File: config.mk
export PLATFORM = sky130hd
export DESIGN_NAME = irq_ctrl
export DESIGN_NICKNAME = d
export VERILOG_FILES = /design/src/rtl/nanoz80_pkg.sv /design/src/rtl/irq_timer.sv /design/src/rtl/irq_ctrl.sv
export SDC_FILE = /design/constraint.sdc
export NUM_CORES = 1
export LEC_CHECK = 0
export CORE_AREA = 2 2 93 95
export CTS_CLUSTER_SIZE = 16
export DETAILED_ROUTE_END_ITERATION = 8
export DIE_AREA = 0 0 95 97
export DONT_BUFFER_PORTS = 1
export GPL_TIMING_DRIVEN = 0
export MAX_ROUTING_LAYER = met4
export PLACE_DENSITY = 0.72
export SYNTH_ARGS = -nofsm -noshare
export SYNTH_HDL_FRONTEND = slang
export SYNTH_SLANG_ARGS = --single-unit
File: constraint.sdc
create_clock -name clk_i -period 2.5 [get_ports clk_i]
set_input_delay 0.25 -clock clk_i [delete_from_list [all_inputs] [get_ports clk_i]]
set_output_delay 0.25 -clock clk_i [all_outputs]
set_load 0.01 [all_outputs]
File: src/rtl/nanoz80_pkg.sv
// Shared definitions for the nano-Z80 peripheral set: interrupt controller
// register map, timer source index and TCTL bit positions.
package nanoz80_pkg;

    typedef enum logic [2:0] {
        IRQ_PEND   = 3'd0,
        IRQ_MASK   = 3'd1,
        IRQ_VBASE  = 3'd2,
        IRQ_RLD_LO = 3'd3,
        IRQ_RLD_HI = 3'd4,
        IRQ_TCTL   = 3'd5
    } irq_reg_e;

    localparam int TIMER_SRC     = 7;
    localparam int TCTL_RUN_BIT  = 0;
    localparam int TCTL_AUTO_BIT = 1;

    // Lowest set bit wins; an empty set yields index 0.
    function automatic logic [2:0] irq_prio_idx(input logic [7:0] act);
        logic [2:0] idx;
        idx = 3'd0;
        for (int i = 7; i >= 0; i--) begin
            if (act[i]) idx = 3'(i);
        end
        return idx;
    endfunction

endpackage

File: src/rtl/irq_timer.sv
// 16-bit down counter with reload; raises tick for one clock at count 0.
module irq_timer (
    input  logic        clk_i,
    input  logic        rst_n_i,
    input  logic        load_i,
    input  logic        run_i,
    input  logic        autoreload_i,
    input  logic [15:0] reload_i,
    output logic        tick_o
);

    logic [15:0] cnt_q;
    logic [15:0] cnt_d;

    // Next count: load wins, otherwise count down while running; wrap or park at 0.
    always_comb begin
        cnt_d  = cnt_q;
        tick_o = 1'b0;
        if (load_i) begin
            cnt_d = reload_i;
        end else if (run_i) begin
            if (cnt_q == 16'd0) begin
                tick_o = 1'b1;
                cnt_d  = autoreload_i ? reload_i : 16'd0;
            end else begin
                cnt_d = cnt_q - 16'd1;
            end
        end
    end

    // Counter state register.
    always_ff @(posedge clk_i or negedge rst_n_i) begin
        if (!rst_n_i) begin
            cnt_q <= 16'd0;
        end else begin
            cnt_q <= cnt_d;
        end
    end

endmodule

File: src/rtl/irq_ctrl.sv
// nano-Z80 interrupt controller: edge-triggered pending bits, mask, IM2
// vector generation for the M1+IORQ acknowledge, and an interval timer on
// source 7.
module irq_ctrl
    import nanoz80_pkg::*;
#(
    parameter int NUM_EXT = 7
) (
    input  logic               clk_i,
    input  logic               rst_n_i,
    input  logic               wr_n,
    input  logic               m1_n,
    input  logic               ioreq_n,
    input  logic               irq_cs,
    input  logic [2:0]         reg_addr_i,
    input  logic [7:0]         data_i,
    input  logic [NUM_EXT-1:0] irq_i,
    output logic [7:0]         data_o,
    output logic               ack_o,
    output logic               int_n_o
);

    logic               inta;
    logic               wr_stb;
    logic               we;
    logic               tick;
    logic               timer_load;
    logic               ack_clr;
    logic [7:0]         act;
    logic [7:0]         set_bits;
    logic [7:0]         clr_bits;

    logic               wr_q,     wr_d;
    logic               inta_q,   inta_d;
    logic [NUM_EXT-1:0] irq_q,    irq_d;
    logic [7:0]         pend_q,   pend_d;
    logic [7:0]         mask_q,   mask_d;
    logic [2:0]         vbase_q,  vbase_d;
    logic [7:0]         rld_lo_q, rld_lo_d;
    logic [7:0]         rld_hi_q, rld_hi_d;
    logic               run_q,    run_d;
    logic               auto_q,   auto_d;
    logic               int_n_q,  int_n_d;
    logic [7:0]         vec_q,    vec_d;
    logic [7:0]         rd_q,     rd_d;

    assign inta    = ~m1_n & ~ioreq_n;
    assign ack_o   = inta;
    assign wr_stb  = irq_cs & ~wr_n;
    // Only the first clock of a write strobe counts, and never during acknowledge.
    assign we      = wr_stb & ~wr_q & ~inta;
    assign act     = pend_q & mask_q;
    // Clear the acknowledged source once IORQ/M1 drop, unless nothing was pending.
    assign ack_clr = inta_q & ~inta & ~vec_q[4];
    assign timer_load = we && (reg_addr_i == IRQ_TCTL) && data_i[TCTL_RUN_BIT];

    assign data_o  = inta ? vec_q : rd_q;
    assign int_n_o = int_n_q;

    irq_timer u_timer (
        .clk_i        (clk_i),
        .rst_n_i      (rst_n_i),
        .load_i       (timer_load),
        .run_i        (run_q),
        .autoreload_i (auto_q),
        .reload_i     ({rld_hi_q, rld_lo_q}),
        .tick_o       (tick)
    );

    // Register writes, pending set/clear (set dominates) and one-shot run clear.
    always_comb begin
        set_bits            = 8'h00;
        set_bits[6:0]       = 7'(irq_i & ~irq_q);
        set_bits[TIMER_SRC] = tick;

        clr_bits = 8'h00;
        if (ack_clr) clr_bits[vec_q[3:1]] = 1'b1;

        mask_d   = mask_q;
        vbase_d  = vbase_q;
        rld_lo_d = rld_lo_q;
        rld_hi_d = rld_hi_q;
        run_d    = run_q;
        auto_d   = auto_q;

        if (tick && !auto_q) run_d = 1'b0;

        if (we) begin
            case (reg_addr_i)
                IRQ_PEND:   clr_bits = clr_bits | data_i;
                IRQ_MASK:   mask_d   = data_i;
                IRQ_VBASE:  vbase_d  = data_i[7:5];
                IRQ_RLD_LO: rld_lo_d = data_i;
                IRQ_RLD_HI: rld_hi_d = data_i;
                IRQ_TCTL: begin
                    run_d  = data_i[TCTL_RUN_BIT];
                    auto_d = data_i[TCTL_AUTO_BIT];
                end
                default: ;
            endcase
        end

        pend_d = (pend_q & ~clr_bits) | set_bits;
    end

    // Interrupt line, vector (frozen during acknowledge) and edge/strobe history.
    always_comb begin
        int_n_d = ~|act;
        vec_d   = inta ? vec_q : {vbase_q, ~|act, irq_prio_idx(act), 1'b0};
        wr_d    = wr_stb;
        inta_d  = inta;
        irq_d   = irq_i;
    end

    // Registered read-back of the register addressed this clock.
    always_comb begin
        rd_d = 8'h00;
        case (reg_addr_i)
            IRQ_PEND:   rd_d = pend_q;
            IRQ_MASK:   rd_d = mask_q;
            IRQ_VBASE:  rd_d = {vbase_q, 5'b00000};
            IRQ_RLD_LO: rd_d = rld_lo_q;
            IRQ_RLD_HI: rd_d = rld_hi_q;
            IRQ_TCTL:   rd_d = {6'b000000, auto_q, run_q};
            default:    rd_d = 8'h00;
        endcase
    end

    // State registers.
    always_ff @(posedge clk_i or negedge rst_n_i) begin
        if (!rst_n_i) begin
            wr_q     <= 1'b0;
            inta_q   <= 1'b0;
            irq_q    <= '0;
            pend_q   <= 8'h00;
            mask_q   <= 8'h00;
            vbase_q  <= 3'd0;
            rld_lo_q <= 8'h00;
            rld_hi_q <= 8'h00;
            run_q    <= 1'b0;
            auto_q   <= 1'b0;
            int_n_q  <= 1'b1;
            vec_q    <= 8'h00;
            rd_q     <= 8'h00;
        end else begin
            wr_q     <= wr_d;
            inta_q   <= inta_d;
            irq_q    <= irq_d;
            pend_q   <= pend_d;
            mask_q   <= mask_d;
            vbase_q  <= vbase_d;
            rld_lo_q <= rld_lo_d;
            rld_hi_q <= rld_hi_d;
            run_q    <= run_d;
            auto_q   <= auto_d;
            int_n_q  <= int_n_d;
            vec_q    <= vec_d;
            rd_q     <= rd_d;
        end
    end

endmodule
==> metrics <==
RSZ-0062 raised after global routing no; initial antenna violation count 0; critical path arrival 2600 ps; Post-synth EDFFs 0; Max Slew Vio Count 0; P_leak roughly 0.002 uW; Final #Nets 441; Setup Skew roughly 13 ps; Sum Neg Setup Slack 0 ps; Max-slew headroom 49.2%; I/O pin count 34; CTS tree done; first-pass GRT wire length 16.8 mm; Yosys warnings 0; Final HPWL DP 7.50 mm; predominant post-synthesis flop cell dfrtp_1; async set or reset register ratio after synthesis 100%; routability cong. 0.885; worst-case clock buffer depth 2; Worst Path Required approximately 2700 ps; outcome finished, final reports clean; ant diodes 0; top cells by area, synth dfrtp_1 (48%), mux2_2 (7.9%), nand2_1 (6.7%); Synth area leader dfrtp_1; area of the mapped netlist around 0.004 mm2; Die Wd 95 um; total die area 0.00922 mm2; gr usage total roughly a quarter; reg2reg setup slack approximately 130 ps; most frequent cells in the layout dfrtp_1 (77), nand2_1 (71), mux2_2 (28); initial core utilization 49.2%; post-synthesis net count 420; TritonCTS Buffers 9; Die Span Y 97 um; most common cell after layout, fill and taps aside dfrtp_1; PortBufs 0; crit path kind register to register; MaxCap Viol Count 0; Synth Instances 394; Peak VDD IR approximately 0.48 mV; clk sinks 78; global route total overflow 0; Layout area overhead 11.1%; hold path cells 1; layout cells sized above 1 between 10% and 20%; Worst Reg-to-Reg Cells 8; Post-Syn Area per Cell between 10 and 15 um2; f_max 0.421 GHz; H-tree Lvls 3; Startpoint Class register; hold wc startpoint irq_i[5]; DR iter-0 viols 195; simple-gate area share of the yosys netlist between 10% and 20%; Pre-Repair DR Iteration Count 5; WL final around 10 mm; period utilisation layout 94.9%; R2R Path Start u_timer.cnt_q[0]$_DFFE_PN0P_; HP Class input port to register; Cells after DPL 499; worst path bufs/invs 2; DRC viols 0; post-synthesis compound-gate area fraction between 10% and 20%; CTS root buffer clkbuf_8; critical path fanouts, max 7; CP peak stage delay 590 ps; Post-Synth Adder-Cell Area less than 1%; Power per Cell Area 928 mW/mm2; core region area 0.00813 mm2; mux share of post-synthesis cell area 10.9%; DRT antenna net count 0; crit path cell chain inv_1 > ha_1 > or4b_2 > clkbuf_1 > nor4_2 > a32oi_1 > o31ai_1 > o221ai_1; detailed-route via count 3,164; Synth Area in XOR/XNOR 0%; Final Non-Filler Cells 525; CP top delay family simple AND/OR/NAND/NOR gates; top-area cell type share of the netlist area 48.1%; #FFs+latches synth around 80; clk_lat worst skew 350 ps; worst r2r dst u_timer.cnt_q[14]$_DFFE_PN0P_; endpoints failing setup 0; worst-margin pin slew 751 ps; Via-to-Cell Ratio 6.03; row cnt 33; Hold EP pend_q[5]$_DFF_PN0_; wire length per cell 19.9 um; register area share after synthesis 48.8%; largest net degree at the start of global routing 79; Unique masters post-synth 59; crit path capture type register; Fin. Hold Viols 0; Reg clk slew, reported paths roughly 90 ps; Critical-path top delay cell or4b_2; vias in the first global route 3,269; largest family of logic cells by synthesized area simple AND/OR/NAND/NOR gates; filler cell count around 700; Tmin final 2370 ps
[where the power goes]
| part | internal (uW) | switching (uW) | leakage (uW) |
|---|---|---|---|
| logic | 585 | 744 | 0.000901 |
| clock network | 389 | 488 | 0.0000857 |
| registers | 1570 | 355 | 0.000965 |
| total | 2540 | 1590 | 0.00195 |
[registers in the layout, indices dropped and copies added, names as in the netlist]
name	flops
int_n_o	1
auto_q	1
run_q	1
irq_q	7
u_timer.cnt_q	16
pend_q	8
wr_q	1
mask_q	8
vec_q	7
rd_q	8
vbase_q	3
rld_lo_q	8
inta_q	1
rld_hi_q	8
[cell families (layout without fill, tap and decap cells)]
logic type	after synthesis	count (layout)
AO/OA/AOI/OAI	88	88
multiplexers	40	40
flip-flops	78	78
buffers and inverters	35	61
AND/OR/NAND/NOR	151	151
adder cells (fa/ha/maj)	2	2
[worst register-to-register path: cells and delay by family (launching register included)]
family | cells | cell delay, ps
AOI/OAI and AO/OA | 3 | 330
adders and majority gates | 1 | 240
buffers and inverters | 2 | 350
DFF | 1 | 390
and+or+nand+nor | 2 | 950
[metal layers]
layer / global-route usage, % / wire length (um)
met1: 31.7 / 4510
met2: 37.5 / 5050
met3: 6.31 / 614
met4: 9.25 / 274
met5: - / 0
[metrics by stage]
stage          setup WS [ps]  hold WS, ps  power (uW)  area (um2)  utilization [%]
2_1_floorplan            305        -45.6        2810        4010                -
3_3_place_gp            46.5        -43.6        3130        4140             50.9
3_5_place_dp            62.2        -43.2        3180        4140             50.9
4_1_cts                 44.3         15.4        4090        4420             54.3
5_1_grt                 35.1         8.38        4380        4450             54.7
6_report                 126         27.8        4130        4450             54.7
[synthesized netlist by cell type, types with 2 or more instances]
cell	instances
dfrtp_1	77
nand2_1	71
mux2_2	28
nor2_1	20
inv_1	18
o21ai_0	18
a21oi_1	13
a32o_1	13
mux2i_1	12
nor3_1	9
clkbuf_1	8
nand3_1	7
a21o_1	5
a22oi_1	5
a32oi_1	5
o2bb2ai_1	5
or4_1	5
and2_1	4
nor2b_1	4
o22ai_1	4
or2_2	4
a22o_1	3
buf_2	3
buf_6	3
nor4_1	3
o31ai_1	3
or4b_2	3
a31oi_1	2
and3_1	2
ha_1	2
nand2b_1	2
nand4_1	2
nor4_4	2
o21ai_1	2
o311ai_0	2
or3_1	2
[layout make-up]
cell class | instances | area, um2 | share of cell area [%]
plain buffers | 17 | 97.6 | 2.19
clock buffers | 11 | 141 | 3.18
clock inverters | 5 | 33.8 | 0.759
inverters | 18 | 67.6 | 1.52
multi-input cells | 281 | 1910 | 42.9
flip-flops and latches | 78 | 1950 | 43.9
well taps | 105 | 131 | 2.95
repair buffers | 10 | 118 | 2.64
[how the worst max path moves through the flow]
stage | start | to | slack (ps) | cells past startpoint
2_1_floorplan | u_timer.cnt_q[0]$_DFFE_PN0P_ | u_timer.cnt_q[6]$_DFFE_PN0P_ | 300 | 8
6_report | u_timer.cnt_q[0]$_DFFE_PN0P_ | u_timer.cnt_q[14]$_DFFE_PN0P_ | 130 | 8
3_3_place_gp | u_timer.cnt_q[0]$_DFFE_PN0P_ | u_timer.cnt_q[14]$_DFFE_PN0P_ | 50 | 8
5_1_grt | u_timer.cnt_q[7]$_DFFE_PN0P_ | u_timer.cnt_q[15]$_DFFE_PN0P_ | 40 | 5
4_1_cts | u_timer.cnt_q[0]$_DFFE_PN0P_ | u_timer.cnt_q[14]$_DFFE_PN0P_ | 40 | 8
3_5_place_dp | u_timer.cnt_q[0]$_DFFE_PN0P_ | u_timer.cnt_q[14]$_DFFE_PN0P_ | 60 | 8
[timing repair]
| item | 4_1_cts | 5_1_grt |
|---|---|---|
| hold buffers | 9 | 1 |
| gates resized for setup | 0 | 4 |
| buffers inserted | 0 | 0 |
| endpoints found under the setup margin | 0 | 10 |
| endpoints found under the hold margin | 85 | 1 |
No activity file was read; power rests on OpenSTA's default activity.
